<file path="src/rtl/npc_gen.sv">
// Next-PC generator: drives the PC register input and write enable. It handles sequential
// fetch, prioritised redirects, stalls, and a pending slot for redirects seen during a stall.
module npc_gen #(
   parameter logic [31:0] RESET_PC   = 32'h00400000,
   parameter logic [31:0] EXC_VECTOR = 32'h00400004,
   parameter int unsigned CNT_W      = 16
) (
   input  logic             clk,
   input  logic             rst,
   input  logic             stall,
   input  logic [31:0]      pc_cur,
   input  logic             exc_req,
   input  logic             eret_req,
   input  logic [31:0]      epc,
   input  logic             br_taken,
   input  logic [31:0]      br_target,
   input  logic             jmp_valid,
   input  logic [31:0]      jmp_target,
   output logic [31:0]      pc_next,
   output logic             pc_we,
   output logic             flush_if,
   output logic             addr_err,
   output logic [31:0]      bad_addr,
   output logic             redirect_pending,
   output logic [CNT_W-1:0] redir_cnt
);

   localparam logic [0:0] ST_RUN  = 1'b0;
   localparam logic [0:0] ST_HOLD = 1'b1;

   logic [0:0]  state_q, state_d;
   logic [31:0] pend_pc_q, pend_pc_d;
   logic [1:0]  pend_pri_q, pend_pri_d;

   logic        req_any;
   logic        req_chk;
   logic        misalign;
   logic [31:0] raw_tgt;
   logic [31:0] req_tgt;
   logic [1:0]  raw_pri;
   logic [1:0]  req_pri;
   logic        take_new;
   logic        accept;
   logic        commit;

   // Pick the winning request first; only the winner's target is alignment-checked.
   always_comb begin
      raw_tgt = EXC_VECTOR;
      raw_pri = 2'd3;
      req_chk = 1'b0;
      if (exc_req) begin
         raw_tgt = EXC_VECTOR;
         raw_pri = 2'd3;
      end else if (eret_req) begin
         raw_tgt = epc;
         raw_pri = 2'd2;
         req_chk = 1'b1;
      end else if (br_taken) begin
         raw_tgt = br_target;
         raw_pri = 2'd1;
         req_chk = 1'b1;
      end else if (jmp_valid) begin
         raw_tgt = jmp_target;
         raw_pri = 2'd0;
         req_chk = 1'b1;
      end
      req_any  = exc_req | eret_req | br_taken | jmp_valid;
      misalign = req_any & req_chk & (raw_tgt[1:0] != 2'b00);
      req_tgt  = misalign ? EXC_VECTOR : raw_tgt;
      req_pri  = misalign ? 2'd3 : raw_pri;
      take_new = req_any & (req_pri >= pend_pri_q);
   end

   always_comb begin
      pc_next    = pc_cur + 32'd4;
      pc_we      = 1'b0;
      state_d    = state_q;
      pend_pc_d  = pend_pc_q;
      pend_pri_d = pend_pri_q;
      accept     = 1'b0;
      commit     = 1'b0;
      if (rst) begin
         pc_next = RESET_PC;
      end else if (state_q == ST_RUN) begin
         if (!stall) begin
            pc_we = 1'b1;
            if (req_any) begin
               pc_next = req_tgt;
               accept  = 1'b1;
               commit  = 1'b1;
            end
         end else if (req_any) begin
            pend_pc_d  = req_tgt;
            pend_pri_d = req_pri;
            state_d    = ST_HOLD;
            accept     = 1'b1;
         end
      end else begin
         if (stall) begin
            if (take_new) begin
               pend_pc_d  = req_tgt;
               pend_pri_d = req_pri;
               accept     = 1'b1;
            end
         end else begin
            pc_we   = 1'b1;
            pc_next = take_new ? req_tgt : pend_pc_q;
            accept  = take_new;
            commit  = 1'b1;
            state_d = ST_RUN;
         end
      end
   end

   always_ff @(posedge clk) begin
      if (rst) begin
         state_q    <= ST_RUN;
         pend_pc_q  <= '0;
         pend_pri_q <= '0;
         flush_if   <= 1'b0;
         addr_err   <= 1'b0;
         bad_addr   <= '0;
         redir_cnt  <= '0;
      end else begin
         state_q    <= state_d;
         pend_pc_q  <= pend_pc_d;
         pend_pri_q <= pend_pri_d;
         flush_if   <= commit;
         addr_err   <= accept & misalign;
         if (accept && misalign) begin
            bad_addr <= raw_tgt;
         end
         if (commit && (redir_cnt != {CNT_W{1'b1}})) begin
            redir_cnt <= redir_cnt + CNT_W'(1);
         end
      end
   end

   assign redirect_pending = (state_q == ST_HOLD);

endmodule
</file>
<file path="config.mk">
export PLATFORM = sky130hd
export DESIGN_NAME = npc_gen
export DESIGN_NICKNAME = d
export VERILOG_FILES = /design/src/rtl/npc_gen.sv
export SDC_FILE = /design/constraint.sdc
export NUM_CORES = 1
export LEC_CHECK = 0
export ABC_AREA = 1
export BUFFER_PORTS_ARGS = -buffer_cell sky130_fd_sc_hd__buf_2
export CAP_MARGIN = 30
export CORE_UTILIZATION = 52
export CTS_CLUSTER_DIAMETER = 80
export DETAILED_ROUTE_END_ITERATION = 10
export GPL_TIMING_DRIVEN = 0
export PLACE_DENSITY_LB_ADDON = 0.3
export SLEW_MARGIN = 0
export SYNTH_ARGS = -nofsm -noshare
export SYNTH_HDL_FRONTEND = slang
export SYNTH_SLANG_ARGS = --single-unit
</file>
<file path="constraint.sdc">
create_clock -name clk -period 3.3 [get_ports clk]
set_input_delay 0 -clock clk [delete_from_list [all_inputs] [get_ports clk]]
set_output_delay 0 -clock clk [all_outputs]
set_load 0.02 [all_outputs]
</file>
==> reports/results.tsv <==
metric	value	unit
layout cell share with drive strength beyond 1	0.246	
worst IR drop on VDD	0.381	mV
most common cell in the netlist	nand2_1	
critical path class	input port to output port	
clock root buffer	clkbuf_16	
Slew Limit Fails	0	
Reg-to-Reg Start	redir_cnt[0]	
initial antenna violation count	0	
synth cell count leaders	nand2_1, nor2_1, a21oi_1, dfxtp_1, inv_1	
ANT cells	0	
Worst path max stage delay	0.31	ns
Mapped Cells	1058	
status	complete, no violations	
Main synth FF type	dfxtp_1	
Worst R2R End	redir_cnt[12]	
clk_lat worst skew	0.35	ns
Pleak	3.98	nW
Crit path required time	3.30	ns
fmax	0.339	GHz
global-route wire length before repair	37500	um
CP Capture Type	output port	
initial core utilization	0.533	
post-synth top area share	0.266	
Seq/Total Area, Yosys	0.266	
R2R cell count	7	
Nets	1425	
Syn Nets	1197	
drt drc	0	
Seq cells post-synth	85	
setup_tns	0	ns
Die Ht	113	um
Fin. Hold Viols	0	
Row Count	40	
Wirelength per Cell	16.6	um
IO buf count	216	
DRT iter0 DRCs	753	
Cell Area, Synth	6400	um^2
Hold Buf Count CTS	1	
WP data arrival	2.95	ns
Power Dens Cells	400	nW/um^2
GRT Total Usage	0.375	
Final Hold Slack	0.0716	ns
Relative slew margins	0.486	
RD Place Congestion	1.02	
Via Count	7999	
worst-margin pin slew	0.771	ns
critical-path cell list	buf_2 -> clkinv_2 -> nand2_1 -> nand2_1 -> nand2_8 -> nand2_8 -> buf_6 -> nor3_1 -> inv_1 -> ha_1 -> nand2_1 -> nand3b_1 -> nand2_2 -> nand2_1 -> inv_2 -> buf_4 -> nand2_1 -> o21ai_0 -> nand2_1 -> nand2_1 -> buf_2	
synth top area cells	dfxtp_1, nand2_1, a21oi_1	
H-tree depth	3	
CP top delay family	simple AND/OR/NAND/NOR gates	
cts repair resizes	0	
Post-synth ARST share	0	
Post-CTS Setup Inserts	0	
critical path launch point type	input port	
CTS Buffer Depth	2	
EDFF count, synth	0	
Ports	219	
CTS tree	done	
Total Routed Length	23800	um
Yosys Warn Count	0	
die area	12800	um^2
core area	12000	um^2
Critical path destination	pc_next[22]	
most frequent CP cell	nand2_1	
vias per std cell	5.56	
WP buf/inv	7	
share of the clock period used by the worst path	0.893	
Final Setup Violations	0	
Mean Syn Cell Area	6.05	um^2
total CTS buffers	9	
worst slack, placed	0.429	ns
clk sinks	85	
crit path launch	eret_req	
crit-path max FO	10	
FF-to-FF setup slack	1.15	ns
Yosys top cell by area	dfxtp_1	
Netlist cell types	46	
largest net degree at the start of global routing	16	
CTS clk-pin slew, worst paths	0.06	ns
worst clock skew	0.00990	ns
max-cap viol count	0	
ANT nets after route	0	
RSZ-0062 raised after global routing	false	
P&R area growth vs syn	24.7	%
Final HPWL DP	18700	um
vias in the first global route	7286	
Die X	113	um
final worst setup slack	0.352	ns
critical path depth in cells	21	
drt pass-1 iters	5	
total gr overflow	0	
Period minus WS final	2.95	ns
Hold Path Class	input port to flop	
slowest CP cell	ha_1	
## worst reg2reg max path, stage by stage (launching register included)
cell	delay, ns
dfxtp_1	0.43
ha_1	0.24
and3_1	0.24
nand2_1	0.12
nor3b_1	0.46
clkbuf_2	0.31
o21ai_0	0.11
a21oi_1	0.16
## cell families (layout without fill, tap and decap cells)
| logic type | count (synthesis) | count (layout) | synth area share |
|---|---|---|---|
| flip-flops | 85 | 85 | 0.266 |
| AND/OR/NAND/NOR | 541 | 541 | 0.362 |
| adder cells (fa/ha/maj) | 4 | 4 | 0.00782 |
| AO/OA/AOI/OAI | 267 | 267 | 0.234 |
| buffers and inverters | 145 | 378 | 0.109 |
| XOR/XNOR | 16 | 16 | 0.0219 |
## per-stage QoR
| stage | util | instance area, um^2 | cells | power, mW |
|---|---|---|---|---|
| floorplan | - | 6400 | 1058 | 1.80 |
| global placement | 0.638 | 7670 | 1421 | 2.13 |
| detailed placement | 0.638 | 7670 | 1421 | 2.15 |
| CTS | 0.665 | 7990 | 1438 | 3.19 |
| global route | 0.665 | 7990 | 1438 | 3.35 |
| finish | 0.665 | 7990 | 1438 | 3.20 |
## worst min-delay path by stage
stage,to,cells after the start,startpoint
2_1_floorplan,pend_pri_q[0],2,exc_req
4_1_cts,addr_err,3,rst
5_1_grt,addr_err,3,rst
3_5_place_dp,pend_pri_q[0],3,exc_req
6_report,addr_err,3,rst
3_3_place_gp,pend_pri_q[0],3,exc_req
## registers in the layout, indices dropped and copies added (netlist names)
name	count
pend_pri_q	2
pend_pc_q	32
flush_if	1
addr_err	1
bad_addr	32
redir_cnt	16
redirect_pending	1
## metal layers
metal | vias up | global-route usage | wire (um)
met5 | - | 0 | 0
met4 | 0 | 0.133 | 710
met3 | 53 | 0.0530 | 1610
met2 | 384 | 0.630 | 11200
met1 | 3635 | 0.492 | 10300
li1 | 3927 | - | -
## cell type report
class	count	area, um^2
Sequential cell	85	1700
Inverter	91	355
Fill cell	1188	4030
Multi-Input combinational cell	828	4010
Clock buffer	10	239
Clock inverter	6	68.8
Timing Repair Buffer	217	1090
Tap cell	147	184
Buffer	54	342
## power breakdown
group,total [mW],internal [mW],switching (mW)
clock,1.05,0.612,0.435
sequential,1.17,1.12,0.0474
combinational,0.984,0.336,0.648
## placed cells by master, fill, tap and decap left out, types with 20 or more instances in the layout
cell / n
nand2_1: 303
buf_2: 227
nor2_1: 123
a21oi_1: 103
dfxtp_1: 85
inv_1: 77
nand3_1: 74
o21ai_0: 68
o21ai_1: 41
o211ai_1: 20
clkbuf_1: 20
No activity file was read; power rests on OpenSTA's default activity.
